[src/rtl/pipe_flush_ctrl_if.sv]
// Pipeline-to-front-end control bundle for pipe_flush_ctrl.
// master = pipeline/CP0 side (drives requests), slave = the flush controller.
interface pipe_flush_ctrl_if #(
    parameter int NSTAGE = 4,
    parameter int ADDR_W = 32
);
    logic [NSTAGE-1:0] stallreq;
    logic              br_mispredict;
    logic [ADDR_W-1:0] br_target;
    logic              exception_flag;
    logic [4:0]        exception_type;
    logic [ADDR_W-1:0] cp0_epc_i;
    logic [ADDR_W-1:0] ebase_i;

    logic [NSTAGE-1:0] stall;
    logic              flush;
    logic              flush_cause;
    logic [ADDR_W-1:0] epc_o;
    logic              flush_to_ibuffer;
    logic              br_pending;

    modport master (
        output stallreq, br_mispredict, br_target, exception_flag, exception_type,
               cp0_epc_i, ebase_i,
        input  stall, flush, flush_cause, epc_o, flush_to_ibuffer, br_pending
    );

    modport slave (
        input  stallreq, br_mispredict, br_target, exception_flag, exception_type,
               cp0_epc_i, ebase_i,
        output stall, flush, flush_cause, epc_o, flush_to_ibuffer, br_pending
    );
endinterface

[src/rtl/pipe_flush_ctrl.sv]
// Stall/flush controller: stall mask, exception vs. mispredict redirect, held flush pulse.
// Optional CTRL_PERF_CNT_EN adds stall-cycle and flush-by-cause performance counters.
module pipe_flush_ctrl #(
    parameter int NSTAGE     = 4,
    parameter int ADDR_W     = 32,
    parameter int FLUSH_HOLD = 1
) (
    input  logic             clk,
    input  logic             rst,
    pipe_flush_ctrl_if.slave bus,
    output logic [1:0]       state_dbg
`ifdef CTRL_PERF_CNT_EN
    ,
    output logic [31:0]      perf_stall_cycles,
    output logic [31:0]      perf_br_flush,
    output logic [31:0]      perf_exc_flush
`endif
);
    localparam logic [4:0] EXC_INT  = 5'h00;
    localparam logic [4:0] EXC_ADEL = 5'h04;
    localparam logic [4:0] EXC_ADES = 5'h05;
    localparam logic [4:0] EXC_SYS  = 5'h08;
    localparam logic [4:0] EXC_BP   = 5'h09;
    localparam logic [4:0] EXC_RI   = 5'h0a;
    localparam logic [4:0] EXC_OV   = 5'h0c;
    localparam logic [4:0] EXC_TR   = 5'h0d;
    localparam logic [4:0] EXC_ERET = 5'h0e;

    localparam logic [3:0] HOLD_INIT = 4'(FLUSH_HOLD);

    typedef enum logic [1:0] {
        ST_RUN   = 2'd0,
        ST_PEND  = 2'd1,
        ST_FLUSH = 2'd2
    } state_t;

    state_t            state_q, state_d;
    logic [3:0]        hold_q, hold_d;
    logic              flush_q, flush_d;
    logic              cause_q, cause_d;
    logic [ADDR_W-1:0] epc_q, epc_d;
    logic [ADDR_W-1:0] tgt_q, tgt_d;
    logic [ADDR_W-1:0] exc_pc;
    logic [ADDR_W-1:0] br_src;
    logic [NSTAGE-1:0] req_mask;
    logic              no_req;
    logic              start_exc, start_br;

    // Stage k stalling must also hold every younger stage below it: prefix-OR from the top.
    always_comb begin
        logic acc;
        acc      = 1'b0;
        req_mask = '0;
        for (int i = NSTAGE - 1; i >= 0; i--) begin
            acc         = acc | bus.stallreq[i];
            req_mask[i] = acc;
        end
    end

    assign no_req    = (bus.stallreq == '0);
    assign bus.stall = (rst || bus.exception_flag || state_q == ST_FLUSH) ? '0 : req_mask;

    always_comb begin
        case (bus.exception_type)
            EXC_INT, EXC_ADEL, EXC_ADES, EXC_SYS,
            EXC_BP, EXC_RI, EXC_OV, EXC_TR: exc_pc = bus.ebase_i;
            EXC_ERET:                       exc_pc = bus.cp0_epc_i;
            default:                        exc_pc = '0;
        endcase
    end

    // br_mispredict is a one-cycle valid strobe qualifying br_target; there is no ready,
    // so a mispredict that cannot flush yet is captured into tgt_q instead of back-pressured.
    always_comb begin
        state_d   = state_q;
        hold_d    = hold_q;
        flush_d   = flush_q;
        cause_d   = cause_q;
        epc_d     = epc_q;
        tgt_d     = tgt_q;
        start_exc = 1'b0;
        start_br  = 1'b0;
        br_src    = (state_q == ST_PEND) ? tgt_q : bus.br_target;

        case (state_q)
            ST_RUN: begin
                if (bus.exception_flag) begin
                    start_exc = 1'b1;
                end else if (bus.br_mispredict) begin
                    if (no_req) begin
                        start_br = 1'b1;
                    end else begin
                        tgt_d   = bus.br_target;
                        state_d = ST_PEND;
                    end
                end
            end
            ST_PEND: begin
                if (bus.exception_flag) begin
                    start_exc = 1'b1;
                end else if (no_req) begin
                    start_br = 1'b1;
                end
            end
            ST_FLUSH: begin
                if (bus.exception_flag) begin
                    start_exc = 1'b1;
                end else if (hold_q <= 4'd1) begin
                    state_d = ST_RUN;
                    flush_d = 1'b0;
                    hold_d  = 4'd0;
                end else begin
                    hold_d = hold_q - 4'd1;
                end
            end
            default: state_d = ST_RUN;
        endcase

        if (start_exc) begin
            state_d = ST_FLUSH;
            flush_d = 1'b1;
            hold_d  = HOLD_INIT;
            cause_d = 1'b0;
            epc_d   = exc_pc;
            tgt_d   = '0;
        end else if (start_br) begin
            state_d = ST_FLUSH;
            flush_d = 1'b1;
            hold_d  = HOLD_INIT;
            cause_d = 1'b1;
            epc_d   = br_src;
        end
    end

    always_ff @(posedge clk or posedge rst) begin
        if (rst) begin
            state_q <= ST_RUN;
            hold_q  <= 4'd0;
            flush_q <= 1'b0;
            cause_q <= 1'b0;
            epc_q   <= '0;
            tgt_q   <= '0;
        end else begin
            state_q <= state_d;
            hold_q  <= hold_d;
            flush_q <= flush_d;
            cause_q <= cause_d;
            epc_q   <= epc_d;
            tgt_q   <= tgt_d;
        end
    end

    assign bus.flush            = flush_q;
    assign bus.flush_cause      = cause_q;
    assign bus.epc_o            = epc_q;
    assign bus.flush_to_ibuffer = rst | flush_q;
    assign bus.br_pending       = (state_q == ST_PEND);
    assign state_dbg            = state_q;

`ifdef CTRL_PERF_CNT_EN
    // Only entries from RUN/PEND count; an exception restarting a hold is not a new entry.
    logic flush_entry;
    assign flush_entry = (start_exc || start_br) && (state_q != ST_FLUSH);

    always_ff @(posedge clk or posedge rst) begin
        if (rst) begin
            perf_stall_cycles <= 32'd0;
            perf_br_flush     <= 32'd0;
            perf_exc_flush    <= 32'd0;
        end else begin
            if (bus.stall != '0) perf_stall_cycles <= perf_stall_cycles + 32'd1;
            if (flush_entry && start_br) perf_br_flush <= perf_br_flush + 32'd1;
            if (flush_entry && start_exc) perf_exc_flush <= perf_exc_flush + 32'd1;
        end
    end
`endif
endmodule

[src/flat_wrapper.sv]
// flat-port wrapper written by rule: the top's interface ports become plain ports
module pipe_flush_ctrl_flat 
#(
    parameter int NSTAGE     = 4,
    parameter int ADDR_W     = 32,
    parameter int FLUSH_HOLD = 1
)
  (clk, rst, state_dbg, bus_stallreq, bus_br_mispredict, bus_br_target, bus_exception_flag, bus_exception_type, bus_cp0_epc_i, bus_ebase_i, bus_stall, bus_flush, bus_flush_cause, bus_epc_o, bus_flush_to_ibuffer, bus_br_pending);
  pipe_flush_ctrl_if #(.NSTAGE(NSTAGE), .ADDR_W(ADDR_W)) bus_i ();
  input  logic clk;
  input  logic rst;
  output logic [1:0] state_dbg;
  input wire logic [$bits(bus_i.stallreq)-1:0] bus_stallreq;
  input wire logic [$bits(bus_i.br_mispredict)-1:0] bus_br_mispredict;
  input wire logic [$bits(bus_i.br_target)-1:0] bus_br_target;
  input wire logic [$bits(bus_i.exception_flag)-1:0] bus_exception_flag;
  input wire logic [$bits(bus_i.exception_type)-1:0] bus_exception_type;
  input wire logic [$bits(bus_i.cp0_epc_i)-1:0] bus_cp0_epc_i;
  input wire logic [$bits(bus_i.ebase_i)-1:0] bus_ebase_i;
  output wire logic [$bits(bus_i.stall)-1:0] bus_stall;
  output wire logic [$bits(bus_i.flush)-1:0] bus_flush;
  output wire logic [$bits(bus_i.flush_cause)-1:0] bus_flush_cause;
  output wire logic [$bits(bus_i.epc_o)-1:0] bus_epc_o;
  output wire logic [$bits(bus_i.flush_to_ibuffer)-1:0] bus_flush_to_ibuffer;
  output wire logic [$bits(bus_i.br_pending)-1:0] bus_br_pending;
  assign bus_i.stallreq = bus_stallreq;
  assign bus_i.br_mispredict = bus_br_mispredict;
  assign bus_i.br_target = bus_br_target;
  assign bus_i.exception_flag = bus_exception_flag;
  assign bus_i.exception_type = bus_exception_type;
  assign bus_i.cp0_epc_i = bus_cp0_epc_i;
  assign bus_i.ebase_i = bus_ebase_i;
  assign bus_stall = bus_i.stall;
  assign bus_flush = bus_i.flush;
  assign bus_flush_cause = bus_i.flush_cause;
  assign bus_epc_o = bus_i.epc_o;
  assign bus_flush_to_ibuffer = bus_i.flush_to_ibuffer;
  assign bus_br_pending = bus_i.br_pending;
  pipe_flush_ctrl #(.NSTAGE(NSTAGE), .ADDR_W(ADDR_W), .FLUSH_HOLD(FLUSH_HOLD)) u_core (.clk(clk), .rst(rst), .bus(bus_i), .state_dbg(state_dbg));
endmodule
[config.mk]
export PLATFORM = sky130hd
export DESIGN_NAME = pipe_flush_ctrl_flat
export DESIGN_NICKNAME = d
export VERILOG_FILES = /design/src/rtl/pipe_flush_ctrl_if.sv /design/src/rtl/pipe_flush_ctrl.sv /design/src/flat_wrapper.sv
export SDC_FILE = /design/constraint.sdc
export NUM_CORES = 1
export LEC_CHECK = 0
export ABC_AREA = 1
export CAP_MARGIN = 20
export CORE_MARGIN = 2
export CORE_UTILIZATION = 35
export CTS_CLUSTER_DIAMETER = 150
export CTS_CLUSTER_SIZE = 28
export DETAILED_ROUTE_END_ITERATION = 7
export MAX_ROUTING_LAYER = met4
export PLACE_DENSITY = 0.67
export SLEW_MARGIN = 20
export SYNTH_ARGS = -nofsm -noshare
export SYNTH_HDL_FRONTEND = slang
export SYNTH_SLANG_ARGS = --single-unit
[constraint.sdc]
create_clock -name clk -period 3.15 [get_ports clk]
set_input_delay 0.63 -clock clk [delete_from_list [all_inputs] [get_ports clk]]
set_output_delay 0.63 -clock clk [all_outputs]
set_load 0.01 [all_outputs]
==> results of run 1 <==
## cell usage after synthesis (2+ instances only)
| master | number | area share |
|---|---|---|
| nand2_1 | 203 | 0.18 |
| nand3_1 | 135 | 0.16 |
| dfrtp_1 | 72 | 0.43 |
| o21ai_0 | 50 | 0.059 |
| inv_1 | 47 | 0.042 |
| buf_2 | 15 | 0.018 |
| o21ai_1 | 13 | 0.015 |
| nor2_1 | 12 | 0.011 |
| clkbuf_1 | 10 | 0.0089 |
| buf_1 | 6 | 0.0053 |
| o211ai_1 | 6 | 0.011 |
| buf_4 | 4 | 0.0071 |
| buf_6 | 3 | 0.0080 |
| nand2_2 | 3 | 0.0044 |
| a21oi_1 | 2 | 0.0024 |
| ha_1 | 2 | 0.0059 |
| nor2_2 | 2 | 0.0030 |
| nor2_4 | 2 | 0.0053 |
| nor2_8 | 2 | 0.0095 |
## cell families (layout without fill, tap and decap cells)
| group | count (synthesis) | after routing | share of synthesized area |
|---|---|---|---|
| compound gates | 73 | 73 | 0.0915 |
| buf+inv | 87 | 226 | 0.0912 |
| xor+xnor | 1 | 1 | 0.00207 |
| simple gates | 364 | 364 | 0.383 |
| fa+ha+maj | 2 | 2 | 0.00592 |
| flops | 72 | 72 | 0.427 |
## routing by layer
metal	vias to the layer above	GRT usage
met5	-	-
met4	0	0.0902
met3	24	0.0207
met2	173	0.329
met1	2131	0.284
li1	2220	-
## final cells by class
cell class	instances	area (sq um)	share of cell area
multi-input cells	440	2040	0.332
flip-flops and latches	72	1800	0.293
repair buffers	161	1600	0.259
clock buffers	11	243	0.0394
inverters	49	186	0.0303
well taps	147	184	0.0299
clock inverters	5	104	0.0169
## power by group through the flow
stage | logic (W) | clock network [W] | registers (W)
3_5_place_dp | 0.00122 | 0 | 0.00125
6_report | 0.00122 | 0.00117 | 0.00124
2_1_floorplan | 0.000603 | 0 | 0.00129
4_1_cts | 0.00122 | 0.00120 | 0.00124
3_3_place_gp | 0.00118 | 0 | 0.00124
5_1_grt | 0.00135 | 0.00124 | 0.00126
## flip-flops by register name (all words and copies together) (netlist names)
signal and cells:
u_core.bus.flush_cause 1, u_core.state_dbg 2, u_core.bus.epc_o 32, u_core.bus.flush 1, u_core.tgt_q 32, u_core.hold_q 4
## worst reg2reg max path, stage by stage (launching register included)
cell     delay (ns)
dfrtp_1        0.46
nand2_1        0.16
nand2_4        0.10
buf_4          0.36
nand2_2        0.36
o21ai_0        0.29
## how the worst min path moves through the flow
stage,from,to,depth (start not counted)
2_1_floorplan,u_core.hold_q[1],u_core.hold_q[1],2
5_1_grt,u_core.bus.epc_o[19],u_core.bus.epc_o[19],2
3_3_place_gp,u_core.bus.epc_o[7],u_core.bus.epc_o[7],2
6_report,u_core.bus.epc_o[10],u_core.bus.epc_o[10],2
4_1_cts,u_core.bus.epc_o[10],u_core.bus.epc_o[10],2
3_5_place_dp,u_core.bus.epc_o[10],u_core.bus.epc_o[10],2
## per-stage QoR
stage,util,power (W)
after floorplan,-,0.00189
after global placement,0.488,0.00242
after detailed placement,0.488,0.00247
after CTS,0.517,0.00366
after global routing,0.517,0.00385
final,0.517,0.00362
==> results.ini, run 1 <==
[cells_and_area]
area_growth_pct=45.8
fin_nets=844
layout_commonest_cell=nand2_1
antenna_cells=0
drive_gt1_frac=0.0610
nFillCells=1161
final_cell_mix=nand2_1, clkdlybuf4s50_1, nand3_1
stdcell_area_sq_um=6160
instances_no_fill=885

[logic_synthesis]
avgSynthCellArea_sq_um=7.05
ys_ff_latch=72
synth.yosys.seq_area_share=0.427
synth_area_sq_um=4220
synthArstFlopShare=1.00
yosysWarnings=0
synth-edff-count=0
synthFlopType=dfrtp_1
synth_nets=710
yosys.cell_types.count=29
syn_inst=599

[outcome]
status=finished, final reports clean

[clocking]
cts_hold_buf=0
ctsHtreeMaxLevel=3
cts_tree=done
cts.sinks=72
insertion_delay_ns=0.33
cts_buffer_depth=2
postCtsResizedCells=0
post_cts_buffers=0
cts_buffers=9
path_clk_slew_ns=0.06
cts_root_buf=clkbuf_16

[global_route]
first_global_vias=4417
grt_start_max_net_pins=73
antenna_found_initial=0
grt_usage=0.212
grt_overflow_total=0
grt_pass1_wl_microns=21500

[critical_path]
max_stage_delay_ns=0.56
timing.critical_path.mode_cell=clkdlybuf4s50_1
crit_required_ns=2.52
crit_path_start_kind=input port
crit_path_end=bus_stall[0]
crit_start=rst
path_max_fanout=4
worstSetupPathType=input port to output pin
arrival_ns=2.12
cp_slowest_cell=clkdlybuf4s50_1
path_depth=5
path_cells=clkdlybuf4s50_1 > nor2_1 > o21ai_0 > a21oi_1 > clkdlybuf4s50_1
path_delay_family=buffers and inverters
path_buf_inv=2
rr_startpoint=u_core.state_dbg[0]
cp-end-kind=output pin
r2r_end=u_core.tgt_q[18]
worstRegToRegCells=5
r2r_setup_slack_ns=1.32

[sta]
worstMarginPinSlew_ns=0.621
hold_slack_ns=0.476
skew_ns=0.00390
max_slew_margin=0.582
maxSlewViolCount=0
setup_tns_ns=0
max_freq_ghz=0.363
period_minus_slack_ns=2.75
setup_viol=0
rsz0062_at_grt=false
worst_slack_ns=0.399
hold_viol=0
post-route-period-util=0.873

[route]
met2_wirelength_microns=6270
drt-total-wl_microns=13300
drt_iter0_drc=300
vias_per_cell=5.14
wire_per_inst_microns=15.1
ant_nets=0
first_pass_iters=5
drc=0
vias=4548
wl_met1_microns=6010
highest_layer=met4
wl_met3_microns=689

[place]
placed_area_sq_um=5810
place_ws_ns=0.377
place_congestion=0.891
dpl.hpwl_microns=9470
dp.cells=869
io_buffers=150

[worst_hold_path]
hold_path_class=flip-flop to flip-flop

[power]
clkPwrFrac=0.323
pwr-share-comb=0.336
seq_power_share=0.341
p_leak_nw=2.84
peakVddDrop_mv=0.219
power.density_nw_per_um2=588
cell_internal_pwr_w=0.00247
power.switching_w=0.00115
swShare=0.318

[floorplan]
die_h_microns=114
start_util=0.355
ioPinCount=151
die_w_microns=114
core_sq_um=11900
rows=40
die-area_sq_um=13000

[run]
maxCapViolations=0

Power figures use the tool's default switching activity.
==> run 2, diff against run 1 <==
--- a/config.mk
+++ b/config.mk
@@ -10,3 +10,3 @@
 export CORE_MARGIN = 2
-export CORE_UTILIZATION = 35
+export CORE_UTILIZATION = 46
 export CTS_CLUSTER_DIAMETER = 150
@@ -15,3 +15,4 @@
 export MAX_ROUTING_LAYER = met4
-export PLACE_DENSITY = 0.67
+export PLACE_DENSITY = 0.84
+export SETUP_SLACK_MARGIN = 0.3
 export SLEW_MARGIN = 20
==> constraint.sdc (replaced) <==
create_clock -name clk -period 3.15 [get_ports clk]
set_input_delay 0.4725 -clock clk [delete_from_list [all_inputs] [get_ports clk]]
set_output_delay 0.4725 -clock clk [all_outputs]
set_load 0.01 [all_outputs]
==> run 2 against run 1 <==
Compared with the run above: die area decreased by 23%; register-to-register slack got worse by 0.09 ns; design area decreased by 3.6%; count of clock-buffer cells in the layout increased by 4; global-route usage increased by 6.4 points; sequential share of layout area increased by 1.1 points; critical endpoint unchanged.
==> results.ini, run 2 (synthesis results as in run 1) <==
[run]
maxCapViolations=0  ; unchanged

[place]
place_congestion=0.854  ; -4.1%
io_buffers=150  ; unchanged
place_ws_ns=0.571  ; +0.194 ns
dpl.hpwl_microns=9360  ; -1.2%

[global_route]
first_global_vias=4447  ; +0.68%
grt_start_max_net_pins=66  ; -9.6%
grt_overflow_total=0  ; unchanged
grt_usage=0.276  ; +0.0639
antenna_found_initial=0  ; unchanged
grt_pass1_wl_microns=21300  ; -0.90%

[clocking]
cts_root_buf=clkbuf_8
post_cts_buffers=0  ; unchanged
insertion_delay_ns=0.35  ; +0.02 ns
cts_hold_buf=0  ; unchanged
path_clk_slew_ns=0.07  ; about the same
cts_buffers=9  ; unchanged
postCtsResizedCells=0  ; unchanged
cts_tree=done
cts_buffer_depth=2  ; unchanged
ctsHtreeMaxLevel=3  ; unchanged
cts.sinks=72  ; unchanged

[route]
drt-total-wl_microns=13200  ; -1.4%
first_pass_iters=5  ; unchanged
wire_per_inst_microns=15.6  ; +3.7%
drc=0  ; unchanged
vias_per_cell=5.40  ; +5.1%
vias=4548  ; unchanged
ant_nets=0  ; unchanged
drt_iter0_drc=250  ; -17%

[cells_and_area]
antenna_cells=0  ; unchanged
final_core_util=0.674  ; +0.157
fin_nets=840  ; -0.47%
layout_commonest_cell=nand2_1
register_area_sq_um=1800  ; unchanged
area_growth_pct=40.6
nFillCells=764  ; -34%
final_cell_mix=nand2_1, clkdlybuf4s50_1, nand3_1
drive_gt1_frac=0.0559  ; -0.00512
multi_input_area_sq_um=2040  ; unchanged

[power]
p_leak_nw=2.76  ; -3.0%
total_power_w=0.00320  ; -12%
peakVddDrop_mv=0.297  ; +36%
power.density_nw_per_um2=539  ; -8.3%

[sta]
max_freq_ghz=0.387  ; +6.5%
post-route-period-util=0.820  ; -0.0531
max_slew_margin=0.342  ; -0.240
period_minus_slack_ns=2.58  ; -0.167 ns
rsz0062_at_grt=false
worstMarginPinSlew_ns=0.986  ; +0.365 ns
setup_viol=0  ; unchanged
setup_tns_ns=0  ; unchanged
hold_viol=0  ; unchanged
worst_slack_ns=0.566  ; +0.167 ns
skew_ns=0.00547  ; +0.00157 ns
maxSlewViolCount=0  ; unchanged

[floorplan]
ioPinCount=151  ; unchanged
core_sq_um=8810  ; -26%
rows=34  ; -15%
die-area_sq_um=9970  ; -23%
die_w_microns=99.8  ; -12%
start_util=0.480  ; +0.125
die_h_microns=99.8  ; -12%

[critical_path]
r2r_setup_slack_ns=1.23  ; -0.09 ns
cp-end-kind=output pin
arrival_ns=2.11  ; about the same
path_max_fanout=4  ; unchanged
worstSetupPathType=input port to output pin
crit_required_ns=2.68  ; +0.16 ns
crit_path_start_kind=input port

[worst_hold_path]
hold_path_class=flip-flop to flip-flop

[outcome]
status=finished, final reports clean

==> run 2: where the power goes <==
group / switching [W] / internal, W / leakage, nW / total, W
Clock: 0.000342 / 0.000395 / 0.102 / 0.000737
Sequential: 0.000113 / 0.00112 / 0.928 / 0.00123
Combinational: 0.000681 / 0.000551 / 1.73 / 0.00123
Total: 0.00114 / 0.00207 / 2.76 / 0.00320
==> run 2: per-stage QoR <==
stage	area (sq um)	hold slack, ns	cells
finish	5940	0.482	842
global route	5940	0.504	842
CTS	5940	0.484	842
detailed placement	5730	0.464	826
global placement	5730	0.461	826
floorplan	4220	0.475	599
==> run 2: worst paths after layout <==
check,start,end,depth (start not counted)
setup / recovery,bus_exception_flag,bus_stall[0],5
hold / removal,u_core.bus.epc_o[29],u_core.bus.epc_o[29],2
setup reg to reg,u_core.state_dbg[0],u_core.hold_q[0],7
hold reg to reg,u_core.bus.epc_o[29],u_core.bus.epc_o[29],2
max in group asynchronous,rst,u_core.tgt_q[15],3
min in group asynchronous,rst,u_core.bus.epc_o[3],2
==> run 2: cell type report <==
type / count / area share
sequential: 72 / 0.303
tap: 108 / 0.0228
clock buffer: 15 / 0.0331
timing repair buffer: 157 / 0.264
inverter: 49 / 0.0314
multi-input combinational: 440 / 0.344
clock inverter: 1 / 0.00126
==> run 2: per-layer routing <==
layer	up-vias	wire length [microns]	global-route usage
li1	2202	-	-
met1	2135	5550	0.357
met2	186	6450	0.441
met3	25	845	0.0383
met4	0	304	0.111
met5	-	0	-
==> run 2: worst max-delay path, cell delays in order <==
cell             delay, ns
clkdlybuf4s50_1       0.55
nor2_1                0.15
o21ai_0               0.19
a21oi_1               0.18
clkdlybuf4s50_1       0.56
==> run 3, diff against run 2 <==
Clock period 3.15 ns to 2.53 ns, I/O delays scaled along.
==> run 3 against run 2 <==
Compared with the run above: critical endpoint is now bus_stall[3]; clock skew is 0.0058 ns higher; via count fell by 0.88%; sequential share of layout area down 0.47 points; wire length fell by 2.5%; critical path depth unchanged; sequential power rose by 25%; design area is 1.6% higher; final cell count up 0.48%; largest cell class unchanged.
==> results.ini, run 3 (synthesis results as in run 1) <==
[clocking]
cts_buffer_depth=2  ; unchanged
cts_root_buf=clkbuf_8
cts_tree=done
ctsHtreeMaxLevel=3  ; unchanged
cts_buffers=9  ; unchanged
path_clk_slew_ns=0.08  ; about the same
cts.sinks=72  ; unchanged
insertion_delay_ns=0.36  ; about the same

[sta]
max_slew_margin=0.330  ; -0.0122
worstMarginPinSlew_ns=1.00  ; +0.0183 ns
setup_viol=0  ; unchanged
max_freq_ghz=0.467
hold_viol=0  ; unchanged
period_minus_slack_ns=2.14
worst_slack_ns=0.387  ; -0.180 ns
maxSlewViolCount=0  ; unchanged
post-route-period-util=0.847
rsz0062_at_grt=false
skew_ns=0.0112  ; +0.00576 ns
setup_tns_ns=0  ; unchanged

[floorplan]
start_util=0.480  ; unchanged
die-area_sq_um=9970  ; unchanged
rows=34  ; unchanged
core_sq_um=8810  ; unchanged
die_w_microns=99.8  ; unchanged
die_h_microns=99.8  ; unchanged
ioPinCount=151  ; unchanged

[place]
dpl.hpwl_microns=9010  ; -3.7%
place_congestion=0.817  ; -4.4%
dp.cells=830  ; +0.48%
place_ws_ns=0.284  ; -0.287 ns
io_buffers=150  ; unchanged

[critical_path]
r2r_setup_slack_ns=0.66  ; -0.57 ns
r2r_end=u_core.tgt_q[31]
arrival_ns=1.76  ; -0.35 ns
worstRegToRegCells=5  ; -2
worstSetupPathType=input port to output pin
cp-end-kind=output pin
crit_path_start_kind=input port
path_max_fanout=4  ; unchanged
rr_startpoint=u_core.state_dbg[0]
crit_required_ns=2.15  ; -0.53 ns

[power]
power.switching_w=0.00141  ; +24%
seq_power_share=0.367  ; -0.018
power.density_nw_per_um2=694  ; +29%
swShare=0.338  ; -0.0172
peakVddDrop_mv=0.343  ; +15%
cell_internal_pwr_w=0.00277  ; +34%
p_leak_nw=2.85  ; +3.2%
pwr-share-comb=0.364  ; -0.021
clkPwrFrac=0.269  ; +0.039

[run]
maxCapViolations=0  ; unchanged

[route]
first_pass_iters=5  ; unchanged
drt_iter0_drc=332  ; +33%
ant_nets=0  ; unchanged
drc=0  ; unchanged
vias=4508  ; -0.88%
wire_per_inst_microns=15.2  ; -3.0%
drt-total-wl_microns=12800  ; -2.5%
vias_per_cell=5.33  ; -1.3%

[worst_hold_path]
hold_path_class=input port to asynchronous set/reset pin

[global_route]
grt_overflow_total=0  ; unchanged
grt_start_max_net_pins=73  ; +11%
grt_pass1_wl_microns=20200  ; -5.0%
first_global_vias=4150  ; -6.7%
antenna_found_initial=0  ; unchanged
grt_usage=0.261  ; -0.0143

[cells_and_area]
instances_no_fill=846  ; +0.48%
fin_nets=844  ; +0.48%
antenna_cells=0  ; unchanged
layout_commonest_cell=nand2_1
final_cell_mix=nand2_1, clkdlybuf4s50_1, nand3_1
drive_gt1_frac=0.0610  ; +0.00512
area_growth_pct=42.8

[outcome]
status=finished, final reports clean

## run 3: cell types whose count changed in the layout (fill, tap and decap cells not counted)
cell,delta
clkbuf_8,-4
buf_4,+3
bufinv_16,+3
clkdlybuf4s50_1,-2
dlymetal6s2s_1,+2
buf_12,+1
clkinv_2,+1
clkinv_4,+1
clkinvlp_4,-1
nand2_2,-1
nand2_4,+1
o21ai_0,-1
o21ai_1,+1
## run 3: area by class of cell
| type | instances | area (sq um) |
|---|---|---|
| Clock buffer | 11 | 141 |
| Clock inverter | 5 | 104 |
| Fill cell | 733 | 2770 |
| Inverter | 49 | 186 |
| Multi-Input combinational cell | 440 | 2050 |
| Sequential cell | 72 | 1800 |
| Tap cell | 108 | 135 |
| Timing Repair Buffer | 161 | 1610 |
## run 3: repair_timing
item	4_1_cts	5_1_grt
cloned	0	0
hold buffers	0	0
buffers inserted	0	0
setup endpoints to repair	3	3
hold endpoints to repair	0	0
gates resized for setup	1	3
## run 3: power by group through the flow
stage / Clock [W] / Sequential (W) / Combinational [W]
after floorplan: 0 / 0.00160 / 0.000751
after global placement: 0 / 0.00154 / 0.00146
after detailed placement: 0 / 0.00155 / 0.00151
after CTS: 0.00114 / 0.00153 / 0.00152
after global routing: 0.00118 / 0.00156 / 0.00169
final: 0.00113 / 0.00154 / 0.00152
## run 3: worst max-delay path, stage by stage
cell and delay, ns:
clkdlybuf4s50_1 0.45, nor2_1 0.12, o21ai_1 0.14, nor2_1 0.13
clkdlybuf4s50_1 0.55
## run 3: metrics by stage
step | hold WS [ns] | utilization | power (W) | cell area, sq um
5_1_grt | 0.511 | 0.685 | 0.00443 | 6030
6_report | 0.467 | 0.685 | 0.00418 | 6030
3_3_place_gp | 0.461 | 0.656 | 0.00300 | 5780
3_5_place_dp | 0.465 | 0.656 | 0.00306 | 5780
4_1_cts | 0.483 | 0.684 | 0.00419 | 6020
2_1_floorplan | 0.475 | - | 0.00235 | 4220
## run 3: worst max-delay path by stage
stage	from	to	slack, ns
global placement	rst	bus_stall[0]	0.32
finish	rst	bus_stall[3]	0.39
detailed placement	bus_stallreq[1]	u_core.tgt_q[28]	0.28
floorplan	rst	u_core.bus.epc_o[0]	0.33
CTS	u_core.state_dbg[1]	bus_br_pending	0.31
global route	bus_exception_flag	bus_stall[3]	0.33
## run 3: layer usage
metal / global-route usage / vias up / wire [microns]
met3: 0.0327 / 16 / 827
li1: - / 2218 / -
met2: 0.412 / 169 / 6210
met5: - / - / 0
met4: 0.0969 / 0 / 233
met1: 0.350 / 2105 / 5550
